--- config.mk ---
export PLATFORM = sky130hd
export DESIGN_NAME = fifo_write_sync_flat
export DESIGN_NICKNAME = d
export VERILOG_FILES = /design/src/rtl/fifo_write_sync_pkg.sv /design/src/rtl/fifo_write_sync_if.sv /design/src/rtl/sat_counter.sv /design/src/rtl/fifo_write_sync.sv /design/src/flat_wrapper.sv
export SDC_FILE = /design/constraint.sdc
export NUM_CORES = 1
export LEC_CHECK = 0
export CAP_MARGIN = 0
export CORE_MARGIN = 3
export CORE_UTILIZATION = 45
export CTS_CLUSTER_DIAMETER = 100
export DETAILED_ROUTE_END_ITERATION = 8
export GPL_ROUTABILITY_DRIVEN = 0
export PLACE_DENSITY_LB_ADDON = 0.08
export SLEW_MARGIN = 20
export SYNTH_ARGS = -nofsm -noshare
export SYNTH_HDL_FRONTEND = slang
export SYNTH_SLANG_ARGS = --single-unit
--- constraint.sdc ---
create_clock -name clock -period 1.9 [get_ports clock]
set_input_delay 0.38 -clock clock [delete_from_list [all_inputs] [get_ports clock]]
set_output_delay 0.38 -clock clock [all_outputs]
set_load 0.03 [all_outputs]
--- src/rtl/fifo_write_sync_pkg.sv ---
// Shared UART/IrDA definitions for the receive-to-FIFO write path: defaults,
// FSM encodings and small sizing helpers.
package fifo_write_sync_pkg;

    localparam int unsigned DataWidthDef   = 8;
    localparam int unsigned StallMaxDef    = 1023;
    localparam int unsigned DropCountWidth = 8;

    typedef enum logic [1:0] {
        StIdle  = 2'b01,
        StWrite = 2'b10
    } state_e;

    // Bits needed to hold 0..max_count; never narrower than one bit.
    function automatic int unsigned stall_width(input int unsigned max_count);
        return (max_count < 2) ? 1 : $clog2(max_count + 1);
    endfunction

endpackage

--- src/rtl/fifo_write_sync_if.sv ---
// Receiver/FIFO-side bundle of the write synchroniser; master is the block
// itself, slave is the surrounding receiver, FIFO and status logic.
interface fifo_write_sync_if
    import fifo_write_sync_pkg::*;
#(
    parameter int unsigned DATA_WIDTH = DataWidthDef
);

    logic                      rx_done;
    logic [DATA_WIDTH-1:0]     rx_data;
    logic                      frame_err;
    logic                      full;
    logic                      ovf_clr;
    logic                      wr_data;
    logic [DATA_WIDTH-1:0]     din;
    logic                      busy;
    logic                      overflow;
    logic [DropCountWidth-1:0] drop_count;

    modport master (
        input  rx_done, rx_data, frame_err, full, ovf_clr,
        output wr_data, din, busy, overflow, drop_count
    );

    modport slave (
        output rx_done, rx_data, frame_err, full, ovf_clr,
        input  wr_data, din, busy, overflow, drop_count
    );

endinterface

--- src/rtl/sat_counter.sv ---
// Saturating up-counter with synchronous clear; an increment in the same cycle
// as a clear leaves the count at one.
module sat_counter #(
    parameter int unsigned WIDTH = 8
) (
    input  logic             clock,
    input  logic             reset,
    input  logic             inc,
    input  logic             clr,
    output logic [WIDTH-1:0] count
);

    logic [WIDTH-1:0] count_q, count_d;

    always_comb begin
        count_d = count_q;
        if (clr) begin
            count_d = inc ? WIDTH'(1) : '0;
        end else if (inc && (count_q != '1)) begin
            count_d = count_q + WIDTH'(1);
        end
    end

    always_ff @(posedge clock or negedge reset) begin
        if (!reset) begin
            count_q <= '0;
        end else begin
            count_q <= count_d;
        end
    end

    assign count = count_q;

endmodule

--- src/rtl/fifo_write_sync.sv ---
// Turns receiver rx_done pulses into single FIFO write strobes, holding one
// character across FIFO-full stalls and accounting for every lost character.
module fifo_write_sync
    import fifo_write_sync_pkg::*;
#(
    parameter int unsigned DATA_WIDTH = DataWidthDef,
    parameter int unsigned STALL_MAX  = StallMaxDef
) (
    input  logic          clock,
    input  logic          reset,
    fifo_write_sync_if.master bus
);

    localparam int unsigned StallW = stall_width(STALL_MAX);
    localparam logic [StallW-1:0] StallLast = StallW'(STALL_MAX - 1);

    state_e                state_q, state_d;
    logic [DATA_WIDTH-1:0] hold_q, hold_d;
    logic [StallW-1:0]     stall_q, stall_d;
    logic                  overflow_q, overflow_d;
    logic                  good_char;
    logic                  bad_char;
    logic                  lost;
    logic                  drop_inc;

    assign good_char = bus.rx_done & ~bus.frame_err;
    assign bad_char  = bus.rx_done &  bus.frame_err;

    always_comb begin
        state_d = state_q;
        hold_d  = hold_q;
        stall_d = stall_q;
        lost    = 1'b0;
        unique case (state_q)
            StIdle: begin
                if (good_char) begin
                    hold_d  = bus.rx_data;
                    stall_d = '0;
                    state_d = StWrite;
                end
            end
            StWrite: begin
                if (!bus.full) begin
                    // Pending character is written this cycle; a new one chains behind it.
                    if (good_char) begin
                        hold_d  = bus.rx_data;
                        stall_d = '0;
                    end else begin
                        state_d = StIdle;
                    end
                end else begin
                    if (good_char) begin
                        lost = 1'b1;
                    end
                    if (stall_q == StallLast) begin
                        lost    = 1'b1;
                        stall_d = '0;
                        state_d = StIdle;
                    end else begin
                        stall_d = stall_q + StallW'(1);
                    end
                end
            end
            default: state_d = StIdle;
        endcase
    end

    always_comb begin
        overflow_d = overflow_q;
        if (lost) begin
            overflow_d = 1'b1;
        end else if (bus.ovf_clr) begin
            overflow_d = 1'b0;
        end
    end

    always_ff @(posedge clock or negedge reset) begin
        if (!reset) begin
            state_q    <= StIdle;
            hold_q     <= '0;
            stall_q    <= '0;
            overflow_q <= 1'b0;
        end else begin
            state_q    <= state_d;
            hold_q     <= hold_d;
            stall_q    <= stall_d;
            overflow_q <= overflow_d;
        end
    end

    // Frame errors and losses share one increment, so coincident causes count once.
    assign drop_inc = bad_char | lost;

    sat_counter #(
        .WIDTH(DropCountWidth)
    ) u_drop_count (
        .clock(clock),
        .reset(reset),
        .inc  (drop_inc),
        .clr  (bus.ovf_clr),
        .count(bus.drop_count)
    );

    assign bus.wr_data  = (state_q == StWrite) & ~bus.full;
    assign bus.busy     = (state_q == StWrite);
    assign bus.din      = hold_q;
    assign bus.overflow = overflow_q;

endmodule

--- src/flat_wrapper.sv ---
// flat-port wrapper written by rule: the top's interface ports become plain ports
module fifo_write_sync_flat import fifo_write_sync_pkg::*;
#(
    parameter int unsigned DATA_WIDTH = DataWidthDef,
    parameter int unsigned STALL_MAX  = StallMaxDef
)
  (clock, reset, bus_rx_done, bus_rx_data, bus_frame_err, bus_full, bus_ovf_clr, bus_wr_data, bus_din, bus_busy, bus_overflow, bus_drop_count);
  fifo_write_sync_if #(.DATA_WIDTH(DATA_WIDTH)) bus_i ();
  input  logic clock;
  input  logic reset;
  input wire logic [$bits(bus_i.rx_done)-1:0] bus_rx_done;
  input wire logic [$bits(bus_i.rx_data)-1:0] bus_rx_data;
  input wire logic [$bits(bus_i.frame_err)-1:0] bus_frame_err;
  input wire logic [$bits(bus_i.full)-1:0] bus_full;
  input wire logic [$bits(bus_i.ovf_clr)-1:0] bus_ovf_clr;
  output wire logic [$bits(bus_i.wr_data)-1:0] bus_wr_data;
  output wire logic [$bits(bus_i.din)-1:0] bus_din;
  output wire logic [$bits(bus_i.busy)-1:0] bus_busy;
  output wire logic [$bits(bus_i.overflow)-1:0] bus_overflow;
  output wire logic [$bits(bus_i.drop_count)-1:0] bus_drop_count;
  assign bus_i.rx_done = bus_rx_done;
  assign bus_i.rx_data = bus_rx_data;
  assign bus_i.frame_err = bus_frame_err;
  assign bus_i.full = bus_full;
  assign bus_i.ovf_clr = bus_ovf_clr;
  assign bus_wr_data = bus_i.wr_data;
  assign bus_din = bus_i.din;
  assign bus_busy = bus_i.busy;
  assign bus_overflow = bus_i.overflow;
  assign bus_drop_count = bus_i.drop_count;
  fifo_write_sync #(.DATA_WIDTH(DATA_WIDTH), .STALL_MAX(STALL_MAX)) u_core (.clock(clock), .reset(reset), .bus(bus_i));
endmodule
==> results.ini, run 1 <==
[outcome]
status=complete, no violations

[sta]
fmax_mhz=536
post-route-period-util=0.981
setup_ws_ns=0.0360
worstMarginPinSlew_ns=0.371
skew_ns=0.00824
slew_headroom=0.752
period_minus_slack_ns=1.86
hold_viol=0
slew_violations=0
setup_viol=0
rsz0062_at_grt=true

[clock_network]
clock_latency_ns=0.33
htree_levels=2
cts_made_buffers=5
clock_sinks=29
clkTransAtPathRegs_ns=0.09
holdBufCountCts=0
root_buffer=clkbuf_4
cts_tree=done
clk_path_buf_depth=2

[grt]
grt_max_degree=30
grt_overflow=0
gr-usage-all-layers=0.190
grt_pass1_vias=1424
grt_first_pass_wirelength_um=6100
antenna_found_initial=0

[floorplan]
initial_core_util=0.482
die_w_um=63.9
die_height_um=63.9
die_area_sq_um=4080
io_pins=33
core_area_sq_um=3130
rows=20

[placement]
dp_hpwl_um=2710
place_ws_ns=-0.153
numPlacedInstances=242
io_buffer_count=32
placed_area_sq_um=2050

[cells_and_area]
mostFrequentLayoutCell=clkdlybuf4s50_1
syn_to_final_growth_pct=48.0
multi_input_area_sq_um=837
final_core_util=0.714
nNetsFinal=228
drive_gt1_frac=0.300
regArea_sq_um=728
stdcell_count=254
design_area_sq_um=2230
mostFrequentLayoutCells=clkdlybuf4s50_1 (28), dfrtp_1 (27), buf_4 (20)
antenna_cells=0
fillers=232

[setup_path]
worstPathCellList=clkdlybuf4s50_1
rrSetupSlack_ns=0.06
crit_type=reg -> out
arrival_ns=1.48
cp-start-kind=flop
cp_max_fo=6
end_kind=output pin
worstReg2RegStart=u_core.state_q[0]$_DFFE_PN1P_
cp_top_family=buffers and inverters
cpPeakStageDelay_ns=0.71
crit-reg2reg-capture=u_core.u_drop_count.count[1]$_DFFE_PN0P_
critical_path.slowest_cell=clkdlybuf4s50_1
path_buf_inv=1
r2r_cells=8
cp.required_ns=1.52

[synth]
synth_compound_area_frac=0.173
synth_xor_area_frac=0.00580
synth_cell_type_count=36
syn_nets=166
yosys_warnings=0
postSynthAreaPerCell_sq_um=10.3
yosys.area_share.simple=0.203
synth_top_area_share=0.464
synth_area_leader_cell=dfrtp_1
synthFlopType=dfrtp_1
synth_fa_ha_area_frac=0.0415
synth-edff-count=0
syn-cell-area_sq_um=1510
synth.area.mux_share=0.0796
netlist_top_cells_area=dfrtp_1 (46%), mux2_2 (6.0%), nand2_1 (4.7%)
synth_async_sr_flop_share=1.00
syn_inst=147
yosysSeqAreaShare=0.482
synth_top_family_by_area=simple AND/OR/NAND/NOR gates
ys_ff_latch=29

[pwr]
p_leak_nw=1.01
vdd_ir_drop_max_v=0.000529
powerDensity_nw_per_um2=1010
total_power_w=0.00226

[detailed_routing]
dr_wl_met3_um=207
drc=0
wl_met1_um=1540
wl_met2_um=1930
ant_nets=0
firstDrtPassIters=4
drt_iter0_drc=54
viasPerCell=5.46
routed_wl_um=3720
vias=1386
top_layer=met4
wl_per_cell_um=14.6

[flow_run]
cap_violations=0

[hold_path]
hold_path.class=in -> async

-- state kept, by name (all words and copies together) (netlist names) --
name and count:
u_core.state_q 2, u_core.bus.din 8, u_core.stall_q 10, u_core.bus.overflow 1, u_core.u_drop_count.count 8
-- how the worst max path moves through the flow --
stage | startpoint | to | slack, ns | cells after the start
floorplan | u_core.stall_q[0]$_DFFE_PN0P_ | u_core.u_drop_count.count[3]$_DFFE_PN0P_ | 0.01 | 7
global placement | bus_full | u_core.u_drop_count.count[7]$_DFFE_PN0P_ | -0.13 | 7
detailed placement | bus_full | u_core.stall_q[9]$_DFFE_PN0P_ | -0.15 | 5
CTS | u_core.state_q[0]$_DFFE_PN1P_ | bus_wr_data | -0.06 | 6
global route | u_core.state_q[0]$_DFFE_PN1P_ | u_core.u_drop_count.count[1]$_DFFE_PN0P_ | -0.02 | 8
finish | u_core.u_drop_count.count[3]$_DFFE_PN0P_ | bus_drop_count[3] | 0.04 | 1
-- stage by stage --
stage	TNS, ns	hold slack [ns]
2_1_floorplan	0	0.0844
3_3_place_gp	-0.844	0.489
3_5_place_dp	-1.21	0.494
4_1_cts	-0.122	0.424
5_1_grt	-0.0544	0.440
6_report	0	0.424
-- timing repair --
action                                  in CTS  in global routing
pin swaps                                    0                  4
resized for setup                            3                 24
buffers inserted                             0                  4
endpoints found under the setup margin       8                 14
-- cells in the mapped netlist, types with 2 or more instances --
master	number
nand3_1	12
mux2i_1	3
or4_1	4
o211ai_1	4
dfrtp_1	28
and3_1	3
o21a_1	2
o311ai_0	2
mux2_2	8
nand2b_1	3
ha_1	5
a21oi_1	7
inv_1	6
o31ai_1	4
o21ai_0	11
nor2_1	7
nand2_1	19
-- cells by family (layout without fill, tap and decap cells) --
| family | Yosys count | after routing |
|---|---|---|
| buf+inv | 6 | 69 |
| simple gates | 56 | 56 |
| xor+xnor | 1 | 1 |
| fa+ha+maj | 5 | 5 |
| compound gates | 39 | 39 |
| mux | 11 | 11 |
| flops | 29 | 29 |
-- report_power, final --
group	internal [W]	switching, W	total, W	leakage (nW)
logic	0.000442	0.000489	0.000930	0.590
clock network	0.000314	0.000210	0.000525	0.0455
registers	0.000742	0.0000630	0.000805	0.379
-- area by class of cell --
cell class                      instances  share of cell area
Clock inverter                          1              0.0134
Multi-Input combinational cell        112               0.375
Sequential cell                        29               0.326
Tap cell                               44              0.0246
Timing Repair Buffer                   55               0.226
Inverter                                6              0.0101
Clock buffer                            7              0.0246
-- layer usage --
| layer | global-route usage | vias up |
|---|---|---|
| li1 | - | 671 |
| met1 | 0.204 | 674 |
| met2 | 0.347 | 37 |
| met3 | 0.0633 | 4 |
| met4 | 0.0593 | 0 |
| met5 | 0 | - |
Power figures use the tool's default switching activity.
==> inputs of run 2 (changes only) <==
--- a/config.mk
+++ b/config.mk
@@ -7,7 +7,7 @@
 export LEC_CHECK = 0
 export CAP_MARGIN = 0
 export CORE_MARGIN = 3
-export CORE_UTILIZATION = 45
+export CORE_UTILIZATION = 50
 export CTS_CLUSTER_DIAMETER = 100
 export DETAILED_ROUTE_END_ITERATION = 8
 export GPL_ROUTABILITY_DRIVEN = 0
==> constraint.sdc (replaced) <==
create_clock -name clock -period 1.8 [get_ports clock]
set_input_delay 0.36 -clock clock [delete_from_list [all_inputs] [get_ports clock]]
set_output_delay 0.36 -clock clock [all_outputs]
set_load 0.03 [all_outputs]
==> run 2 against run 1 <==
Compared with the run above: the flow now finishes with violations (setup timing); register-to-register slack lost 0.11 ns; critical endpoint is now u_core.u_drop_count.count[5]$_DFFE_PN0P_; largest cell class unchanged; global-route usage grew 3.2 points; largest power group unchanged; non-clock buffer count grew 12; core utilization grew 11 points; sequential share of layout area shrank 1.1 points.
==> results.ini, run 2 (same netlist as run 1, synthesis figures left out) <==
[grt]
grt_overflow=0
antenna_found_initial=0
gr-usage-all-layers=0.222
grt_max_degree=30
grt_pass1_vias=1327
grt_first_pass_wirelength_um=5980

[cells_and_area]
final_core_util=0.824
nNetsFinal=240
syn_to_final_growth_pct=53.2
regMostFlops=u_core.stall_q
mostFrequentLayoutCells=buf_4 (29), dfrtp_1 (28), clkdlybuf4s50_1 (21)
drive_gt1_frac=0.330
antenna_cells=0
mostFrequentLayoutCell=buf_4
largest_reg_flops=10
stdcell_count=252

[sta]
skew_ns=0.00843
fin_tns_setup_ns=-0.0973
period_minus_slack_ns=1.85
rsz0062_at_grt=true
hold_viol=0
setup_viol=3
post-route-period-util=1.03
slew_violations=0
worstMarginPinSlew_ns=0.509
slew_headroom=0.655
setup_ws_ns=-0.0488
fmax_mhz=541

[clock_network]
cts_tree=done
clk_path_buf_depth=2
root_buffer=clkbuf_4
htree_levels=2
clock_sinks=29
cts_made_buffers=5
clock_latency_ns=0.33
clkTransAtPathRegs_ns=0.09

[flow_run]
cap_violations=0

[setup_path]
arrival_ns=2.08
cp-start-kind=flop
cp.required_ns=2.03
end_kind=flop
cp_max_fo=8
crit_type=reg -> reg

[floorplan]
die_w_um=60.9
rows=19
die_area_sq_um=3710
die_height_um=60.9
io_pins=33
core_area_sq_um=2810
initial_core_util=0.538

[placement]
dp_hpwl_um=2690
numPlacedInstances=236
place_ws_ns=-0.231
io_buffer_count=32

[detailed_routing]
routed_wl_um=4170
drt_iter0_drc=75
ant_nets=0
vias=1447
drc=0
viasPerCell=5.74
wl_per_cell_um=16.5
firstDrtPassIters=4

[pwr]
power_switching_w=0.000842
pwr-share-seq=0.371
internal_power_w=0.00148
swShare=0.363
vdd_ir_drop_max_v=0.000691
combPwrFrac=0.455
clkPwrFrac=0.174
p_leak_nw=1.14
powerDensity_nw_per_um2=1000

[outcome]
violations=setup timing
status=finished, violations left

[hold_path]
hold_path.class=in -> async

-- run 2: path summary, 6_finish.rpt --
| kind | startpoint | end | slack, ns | cells past startpoint |
|---|---|---|---|---|
| max in group asynchronous | reset | u_core.state_q[0]$_DFFE_PN1P_ | 1.08 | 2 |
| worst min register to register | u_core.bus.din[4]$_DFFE_PN0P_ | u_core.bus.din[4]$_DFFE_PN0P_ | 0.51 | 1 |
| min in group clock | u_core.bus.din[4]$_DFFE_PN0P_ | u_core.bus.din[4]$_DFFE_PN0P_ | 0.51 | 1 |
| worst min-delay path | reset | u_core.bus.din[7]$_DFFE_PN0P_ | 0.41 | 2 |
| worst max register to register | u_core.stall_q[8]$_DFFE_PN0P_ | u_core.u_drop_count.count[5]$_DFFE_PN0P_ | -0.05 | 6 |
| worst max-delay path | u_core.stall_q[8]$_DFFE_PN0P_ | u_core.u_drop_count.count[5]$_DFFE_PN0P_ | -0.05 | 6 |
-- run 2: worst max-delay path, stage by stage (launching register included) --
cell and delay (ns):
dfrtp_1 0.40, nand3_2 0.14, buf_4 0.19, nor4_4 0.35
o21ai_4 0.14, o31a_2 0.36, o21a_1 0.18
-- run 2: what timing repair did --
action,CTS,global route
gates resized for setup,22,19
gates cloned,0,0
hold buffers,0,0
pin swaps,5,8
setup buffers,2,8
hold endpoints to repair,0,0
setup endpoints to repair,27,32
-- run 2: layout make-up --
| class | instances | area (sq um) |
|---|---|---|
| multi-input combinational | 112 | 856 |
| inverter | 6 | 25.0 |
| clock buffer | 7 | 55.1 |
| timing repair buffer | 67 | 609 |
| tap | 31 | 38.8 |
| fill | 173 | 494 |
| sequential | 29 | 727 |
-- run 2: power by group through the flow --
stage | clock network, W | logic, W | registers (W)
after CTS | 0.000411 | 0.000979 | 0.000858
after global routing | 0.000445 | 0.00113 | 0.000875
after detailed placement | 0 | 0.000953 | 0.000870
after global placement | 0 | 0.000932 | 0.000854
after floorplan | 0 | 0.000320 | 0.00107
final | 0.000404 | 0.00106 | 0.000862
-- run 2: routing by layer --
layer  wire length [um]  vias to the layer above  GRT usage
met4                 22                        0     0.0774
met2               2290                       43      0.392
li1                   -                      690          -
met1               1650                      711      0.260
met3                211                        3     0.0574
met5                  0                        -          0
-- run 2: stage by stage --
step           instance area (sq um)  hold slack (ns)  total power (W)
2_1_floorplan                   1540           0.0644          0.00139
3_3_place_gp                    2090            0.488          0.00179
3_5_place_dp                    2090            0.498          0.00182
4_1_cts                         2200            0.410          0.00225
5_1_grt                         2310            0.417          0.00245
6_report                        2310            0.407          0.00232
